==> src/rtl/yutorina_bus_wdt_arbiter_if.sv <==
// Bus-side signals of the 4-master round-robin arbiter with access watchdog.
// The arbiter takes the slave view; the masters/slave-mux side takes the master view.
interface yutorina_bus_wdt_arbiter_if;
  logic       m0_req_;
  logic       m1_req_;
  logic       m2_req_;
  logic       m3_req_;
  logic       m0_grnt_;
  logic       m1_grnt_;
  logic       m2_grnt_;
  logic       m3_grnt_;
  logic       s_as_;
  logic       m_rdy_;
  logic       bus_err;
  logic [1:0] err_owner;
  logic [7:0] err_cnt;
  logic       err_clr;

  modport slave (
    input  m0_req_, m1_req_, m2_req_, m3_req_, s_as_, m_rdy_, err_clr,
    output m0_grnt_, m1_grnt_, m2_grnt_, m3_grnt_, bus_err, err_owner, err_cnt
  );

  modport master (
    output m0_req_, m1_req_, m2_req_, m3_req_, s_as_, m_rdy_, err_clr,
    input  m0_grnt_, m1_grnt_, m2_grnt_, m3_grnt_, bus_err, err_owner, err_cnt
  );
endinterface

==> src/rtl/yutorina_bus_wdt_arbiter.sv <==
// Round-robin bus arbiter (4 masters) whose watchdog revokes a grant when a slave never answers.
// States: IDLE no owner | OWN owner granted, bus quiet | WAIT access in flight | ERR watchdog fired (1 cycle)
module yutorina_bus_wdt_arbiter #(
  parameter int TIMEOUT_W = 8,
  parameter int TIMEOUT   = 255
) (
  input logic                       clk,
  input logic                       rst,
  yutorina_bus_wdt_arbiter_if.slave bus
);

  localparam logic [1:0] ST_IDLE = 2'd0;
  localparam logic [1:0] ST_OWN  = 2'd1;
  localparam logic [1:0] ST_WAIT = 2'd2;
  localparam logic [1:0] ST_ERR  = 2'd3;

  localparam logic [TIMEOUT_W-1:0] WDT_MAX = TIMEOUT_W'(TIMEOUT);

  logic [1:0]           state_q, state_d;
  logic [3:0]           grnt_q, grnt_d;
  logic [1:0]           owner_q, owner_d;
  logic [1:0]           last_q, last_d;
  logic [TIMEOUT_W-1:0] wdt_q, wdt_d;
  logic                 bus_err_q, bus_err_d;
  logic [1:0]           err_owner_q, err_owner_d;
  logic [7:0]           err_cnt_q, err_cnt_d;
  logic                 err_inc;

  logic [3:0] req;
  logic       owner_req;
  logic       rr_found;
  logic [1:0] rr_win;

  assign req       = ~{bus.m3_req_, bus.m2_req_, bus.m1_req_, bus.m0_req_};
  assign owner_req = req[owner_q];

  // Search starts one past the last owner, so the last owner is always checked last.
  always_comb begin
    rr_found = 1'b0;
    rr_win   = last_q;
    for (int k = 1; k <= 4; k++) begin
      if (!rr_found && req[last_q + 2'(k)]) begin
        rr_found = 1'b1;
        rr_win   = last_q + 2'(k);
      end
    end
  end

  always_comb begin
    state_d     = state_q;
    grnt_d      = grnt_q;
    owner_d     = owner_q;
    last_d      = last_q;
    wdt_d       = wdt_q;
    bus_err_d   = 1'b0;
    err_owner_d = err_owner_q;
    err_inc     = 1'b0;

    case (state_q)
      ST_IDLE: begin
        wdt_d = '0;
        if (rr_found) begin
          state_d = ST_OWN;
          grnt_d  = ~(4'b0001 << rr_win);
          owner_d = rr_win;
          last_d  = rr_win;
        end
      end
      ST_OWN: begin
        wdt_d = '0;
        if (!bus.s_as_) begin
          if (bus.m_rdy_) begin
            state_d = ST_WAIT;
            wdt_d   = TIMEOUT_W'(1);
          end
        end else if (!owner_req) begin
          // Handoff swaps grants on a single edge; owner's own req is already high.
          if (rr_found) begin
            grnt_d  = ~(4'b0001 << rr_win);
            owner_d = rr_win;
            last_d  = rr_win;
          end else begin
            state_d = ST_IDLE;
            grnt_d  = 4'hF;
          end
        end
      end
      ST_WAIT: begin
        if (!bus.m_rdy_) begin
          state_d = ST_OWN;
          wdt_d   = '0;
        end else if (wdt_q == WDT_MAX) begin
          state_d     = ST_ERR;
          grnt_d      = 4'hF;
          bus_err_d   = 1'b1;
          err_owner_d = owner_q;
          err_inc     = 1'b1;
        end else begin
          wdt_d = wdt_q + TIMEOUT_W'(1);
        end
      end
      ST_ERR: begin
        wdt_d = '0;
        if (rr_found) begin
          state_d = ST_OWN;
          grnt_d  = ~(4'b0001 << rr_win);
          owner_d = rr_win;
          last_d  = rr_win;
        end else begin
          state_d = ST_IDLE;
        end
      end
      default: begin
        state_d = ST_IDLE;
        grnt_d  = 4'hF;
        wdt_d   = '0;
      end
    endcase
  end

  always_comb begin
    err_cnt_d = err_cnt_q;
    if (bus.err_clr) begin
      err_cnt_d = 8'd0;
    end else if (err_inc && (err_cnt_q != 8'hFF)) begin
      err_cnt_d = err_cnt_q + 8'd1;
    end
  end

  always_ff @(posedge clk) begin
    if (rst) begin
      state_q     <= ST_IDLE;
      grnt_q      <= 4'hF;
      owner_q     <= 2'd0;
      last_q      <= 2'd3;
      wdt_q       <= '0;
      bus_err_q   <= 1'b0;
      err_owner_q <= 2'd0;
      err_cnt_q   <= 8'd0;
    end else begin
      state_q     <= state_d;
      grnt_q      <= grnt_d;
      owner_q     <= owner_d;
      last_q      <= last_d;
      wdt_q       <= wdt_d;
      bus_err_q   <= bus_err_d;
      err_owner_q <= err_owner_d;
      err_cnt_q   <= err_cnt_d;
    end
  end

  assign bus.m0_grnt_  = grnt_q[0];
  assign bus.m1_grnt_  = grnt_q[1];
  assign bus.m2_grnt_  = grnt_q[2];
  assign bus.m3_grnt_  = grnt_q[3];
  assign bus.bus_err   = bus_err_q;
  assign bus.err_owner = err_owner_q;
  assign bus.err_cnt   = err_cnt_q;

endmodule
==> src/flat_wrapper.sv <==
// flat-port wrapper written by rule: the top's interface ports become plain ports
module yutorina_bus_wdt_arbiter_flat 
#(
  parameter int TIMEOUT_W = 8,
  parameter int TIMEOUT   = 255
)
  (clk, rst, bus_m0_req_, bus_m1_req_, bus_m2_req_, bus_m3_req_, bus_s_as_, bus_m_rdy_, bus_err_clr, bus_m0_grnt_, bus_m1_grnt_, bus_m2_grnt_, bus_m3_grnt_, bus_bus_err, bus_err_owner, bus_err_cnt);
  yutorina_bus_wdt_arbiter_if bus_i ();
  input logic clk;
  input logic rst;
  input wire logic [$bits(bus_i.m0_req_)-1:0] bus_m0_req_;
  input wire logic [$bits(bus_i.m1_req_)-1:0] bus_m1_req_;
  input wire logic [$bits(bus_i.m2_req_)-1:0] bus_m2_req_;
  input wire logic [$bits(bus_i.m3_req_)-1:0] bus_m3_req_;
  input wire logic [$bits(bus_i.s_as_)-1:0] bus_s_as_;
  input wire logic [$bits(bus_i.m_rdy_)-1:0] bus_m_rdy_;
  input wire logic [$bits(bus_i.err_clr)-1:0] bus_err_clr;
  output wire logic [$bits(bus_i.m0_grnt_)-1:0] bus_m0_grnt_;
  output wire logic [$bits(bus_i.m1_grnt_)-1:0] bus_m1_grnt_;
  output wire logic [$bits(bus_i.m2_grnt_)-1:0] bus_m2_grnt_;
  output wire logic [$bits(bus_i.m3_grnt_)-1:0] bus_m3_grnt_;
  output wire logic [$bits(bus_i.bus_err)-1:0] bus_bus_err;
  output wire logic [$bits(bus_i.err_owner)-1:0] bus_err_owner;
  output wire logic [$bits(bus_i.err_cnt)-1:0] bus_err_cnt;
  assign bus_i.m0_req_ = bus_m0_req_;
  assign bus_i.m1_req_ = bus_m1_req_;
  assign bus_i.m2_req_ = bus_m2_req_;
  assign bus_i.m3_req_ = bus_m3_req_;
  assign bus_i.s_as_ = bus_s_as_;
  assign bus_i.m_rdy_ = bus_m_rdy_;
  assign bus_i.err_clr = bus_err_clr;
  assign bus_m0_grnt_ = bus_i.m0_grnt_;
  assign bus_m1_grnt_ = bus_i.m1_grnt_;
  assign bus_m2_grnt_ = bus_i.m2_grnt_;
  assign bus_m3_grnt_ = bus_i.m3_grnt_;
  assign bus_bus_err = bus_i.bus_err;
  assign bus_err_owner = bus_i.err_owner;
  assign bus_err_cnt = bus_i.err_cnt;
  yutorina_bus_wdt_arbiter #(.TIMEOUT_W(TIMEOUT_W), .TIMEOUT(TIMEOUT)) u_core (.clk(clk), .rst(rst), .bus(bus_i));
endmodule
==> config.mk <==
export PLATFORM = sky130hd
export DESIGN_NAME = yutorina_bus_wdt_arbiter_flat
export DESIGN_NICKNAME = d
export VERILOG_FILES = /design/src/rtl/yutorina_bus_wdt_arbiter_if.sv /design/src/rtl/yutorina_bus_wdt_arbiter.sv /design/src/flat_wrapper.sv
export SDC_FILE = /design/constraint.sdc
export NUM_CORES = 1
export LEC_CHECK = 0
export CAP_MARGIN = 0
export CORE_AREA = 3 3 72 74
export DETAILED_ROUTE_END_ITERATION = 10
export DIE_AREA = 0 0 75 77
export GPL_ROUTABILITY_DRIVEN = 0
export PLACE_DENSITY = 0.66
export SETUP_SLACK_MARGIN = 0.1
export SLEW_MARGIN = 0
export SYNTH_ARGS = -nofsm -noshare
export SYNTH_HDL_FRONTEND = slang
export SYNTH_SLANG_ARGS = --single-unit
export TNS_END_PERCENT = 10
==> constraint.sdc <==
create_clock -name clk -period 1.95 [get_ports clk]
set_clock_uncertainty 0.2 [all_clocks]
set_input_delay 0.4875 -clock clk [delete_from_list [all_inputs] [get_ports clk]]
set_output_delay 0.4875 -clock clk [all_outputs]
set_load 0.03 [all_outputs]
==> results.txt <==
- The number of antenna violations at the first check in global routing came to 0.
- Worst hold-check slack: around 260 ps
- Share of synthesized cell area in full adder, half adder and majority cells: between 7 and 8%
* Worst-Margin Slew: slightly below 500 ps
* Hold violation count in the final report: 0
- The routed layout has about 1600 vias.
* GR Util All Layers: 14.6%
* Family of cells with the greatest summed delay on the critical path: simple AND/OR/NAND/NOR gates
* Leak pwr: 0.980 nW
* Fraction of synthesized cell area in xor and xnor cells: 3.27%
- The initial utilization of the core area, before any placement, comes to between 30% and 40%.
* Number of buffers added to fix hold violations after cts: 0
- Ratio of cells with drive above 1 in the final layout: a little under a quarter
- Measured in cells, the most critical reg-to-reg path has a length of 7.
* Net count after synthesis: 214
- Yosys mapped the design onto 42 distinct sky130hd cell types.
- Yosys reg bits: 29
- TritonCTS built the clock tree.
* Total clock buffers created by CTS: 5
- Number of buffers added on ports: 23
- The via count of the first global-routing pass was ~1500.
- The worst hold path belongs to the class reg -> reg.
* Placeable core region: ~4700 µm²
- The flow ran to the end, and the final reports show no timing, DRC or antenna violations.
- Reported max-cap violation count: 0
- Yosys mapped a number of flops with a built-in enable equal to 0.
* Drt wl/cell: ~13 µm
* Setup repair after global routing missed its margin: true
* Ys Warns: 0
* Flip-flop cell with the highest count after synthesis: dfxtp_1
- Worst path depth: 7
- Once routing completed, OpenROAD measured the worst setup slack at between 100 and 150 ps.
- The synthesized netlist occupies a cell area of 1610 µm².
- Share of synthesized area spent on multiplexers: around 4.4%
- In the final timing run, aggregate negative setup slack is 0 ps.
- The die covers 5780 µm².
* Clock network latency to the later pin of the worst-skew pair: roughly 280 ps
* Power per standard cell area: 796 nW/µm²
- Critical path buffers and inverters: 1
- Largest family of logic cells by synthesized area: simple AND/OR/NAND/NOR gates
* Vias per std cell: approximately 5.2
* Half-perimeter wire length after detailed placement: around 2800 µm
* Kind of end point of the critical path: register
- The worst-case IR drop observed on VDD is about 0.48 mV.
- H-tree depth reported by CTS: 2
- Relative max-transition margin: between 60 and 70%
- Syn-to-layout area delta: 40.5%
- No sink is reached through more buffers than the 2 on the longest clock path.
- Slowest stage delay, CP: ~360 ps
- The routed design has between 3000 and 4000 µm of wire.
* Top Ports: 24
- Along the worst hold path, the cell count comes to 2.
* Post-synthesis share of cell area spent on and, or, nand and nor gates: a little under a third
* Global route overflow: 0
- Counting flops with an async set or reset pin after synthesis yields a share of 0%.
- Post-synthesis compound-gate area fraction: between 10% and 20%
* Number of placement rows: 25
- Crit path required time: 1980 ps
- Count of final setup violators: 0
* Critical-path maximum fanout: 3
- Once layout is complete, the utilization of the core stands at 48.4%.
- Cell types occupying the most area after synthesis: dfxtp_1 (36%), ha_1 (7.0%), nor2_1 (4.9%)
* Launching element type of the critical path: register
* Maximum achievable frequency: around 540 MHz
- Cells along the critical path: inv_4 -> ha_4 -> nand2_4 -> or2_1 -> or3_4 -> or3b_1 -> nand2_1
- Initial DRC count: 49
- Entering global routing, the biggest net connects 17 pins.
- Minimum period implied by the final worst setup slack: about 1800 ps
- The final critical path takes up a little over nine tenths of the cycle.
- Final slew viol count: 0
- CP arrival: about 1900 ps
* Clk Tree Root Cell: clkbuf_8
- On the critical path, the stage with the largest delay is an instance of dfxtp_4.
- For this run, design rule violations remaining after detail routing come to 0.
- Number of sinks on the clock net: 29
- DR pass1 iterations: 4
- The first global-routing pass estimated roughly 6700 µm of wire.
- Die W: around 75 µm
- Synthesized instance count: 196
- The largest total area in the synthesized netlist belongs to dfxtp_1.
* Die Y-Extent: between 70 and 80 µm
- Setup CP Type: reg -> reg
- Number of diodes: 0
* Post-placement setup slack: -358 ps
- Yosys top cell area share: around 36%
* Clock transition at the registers of the reported paths: 60 ps
- Antenna-violating nets left: 0
* Final Net Count: 267
* Share of synthesized area occupied by flip-flops and latches: between 30% and 40%
- Syn avg cell area: between 8 and 9 µm²
[cells by family (layout without fill, tap and decap cells)]
kind of cell,after synthesis,count (layout)
fa+ha+maj,9,9
flops,29,29
compound gates,39,39
xor+xnor,6,6
simple gates,95,95
buf+inv,11,64
mux,7,7
[cell usage after synthesis, types with 2 or more instances]
library cell  count
dfxtp_1          29
nor2_1           21
nand2_1          19
a21oi_1          15
ha_1              9
nand3_1           9
nor3_1            8
mux2i_1           7
nand4_1           7
and3_1            6
inv_1             5
nor2b_1           5
o211ai_1          5
o21ai_0           5
xor2_1            5
clkbuf_1          3
nand2b_1          3
o31ai_1           3
or3_1             3
a211oi_1          2
a21o_1            2
and2_1            2
and4_1            2
nor3b_1           2
or2_2             2
[area by class of cell]
type / instances / area, µm²
Tap cell: 54 / 67.6
Multi-Input combinational cell: 156 / 1060
Inverter: 5 / 21.3
Clock buffer: 7 / 86.3
Fill cell: 442 / 2400
Timing Repair Buffer: 52 / 424
Sequential cell: 29 / 593
[metrics by stage]
step / instance area [µm²] / power (mW) / cells
floorplan: 1630 / 1.10 / 196
global placement: 2090 / 1.30 / 293
detailed placement: 2090 / 1.31 / 293
CTS: 2170 / 1.79 / 300
global route: 2260 / 1.92 / 303
finish: 2260 / 1.80 / 303
[timing repair]
item | in CTS | in global routing
resized for setup | 29 | 14
pin swaps | 6 | 6
cloned | 0 | 0
setup endpoints to repair | 36 | 18
buffers inserted | 0 | 3
[layout by cell type, fill, tap and decap left out, drive strengths merged, types with 7 or more instances in the layout]
| master | synthesis | layout |
|---|---|---|
| buf | 3 | 29 |
| dfxtp | 29 | 29 |
| dlygate4sd2 | 0 | 22 |
| nor2 | 21 | 21 |
| nand2 | 20 | 20 |
| a21oi | 15 | 15 |
| nand3 | 9 | 9 |
| ha | 9 | 9 |
| nor3 | 8 | 8 |
| nand4 | 7 | 7 |
| mux2i | 7 | 7 |
| clkbuf | 3 | 7 |
[power breakdown]
group | switching [mW] | internal (mW)
combinational | 0.312 | 0.257
clock | 0.225 | 0.279
sequential | 0.0645 | 0.659
total | 0.602 | 1.20
[per-layer routing]
| layer | global-route usage (%) | wire length (µm) | vias up |
|---|---|---|---|
| li1 | - | - | 808 |
| met1 | 18.3 | 1770 | 734 |
| met2 | 23.6 | 1880 | 25 |
| met3 | 4.72 | 173 | 7 |
| met4 | 4.27 | 46 | 0 |
| met5 | 0 | 0 | - |
[flip-flops by register name (all words and copies together) (netlist names)]
name / cells
u_core.bus.err_owner: 2
u_core.last_q: 2
u_core.bus.err_cnt: 8
u_core.bus.bus_err: 1
u_core.wdt_q: 8
u_core.state_q: 2
u_core.grnt_q: 4
u_core.owner_q: 2
[final timing paths]
kind | slack, ps | to | from
setup / recovery | 110 | u_core.wdt_q[5] | u_core.state_q[0]
hold / removal | 260 | u_core.bus.err_owner[0] | u_core.bus.err_owner[0]
setup reg to reg | 110 | u_core.wdt_q[5] | u_core.state_q[0]
hold reg to reg | 260 | u_core.bus.err_owner[0] | u_core.bus.err_owner[0]
[worst register-to-register path, cell delays in order, from the launching register on]
cell     delay [ps]
dfxtp_4         360
inv_4            60
ha_4            140
nand2_4          60
or2_1           240
or3_4           330
or3b_1          350
nand2_1          60
Power figures use the tool's default switching activity.
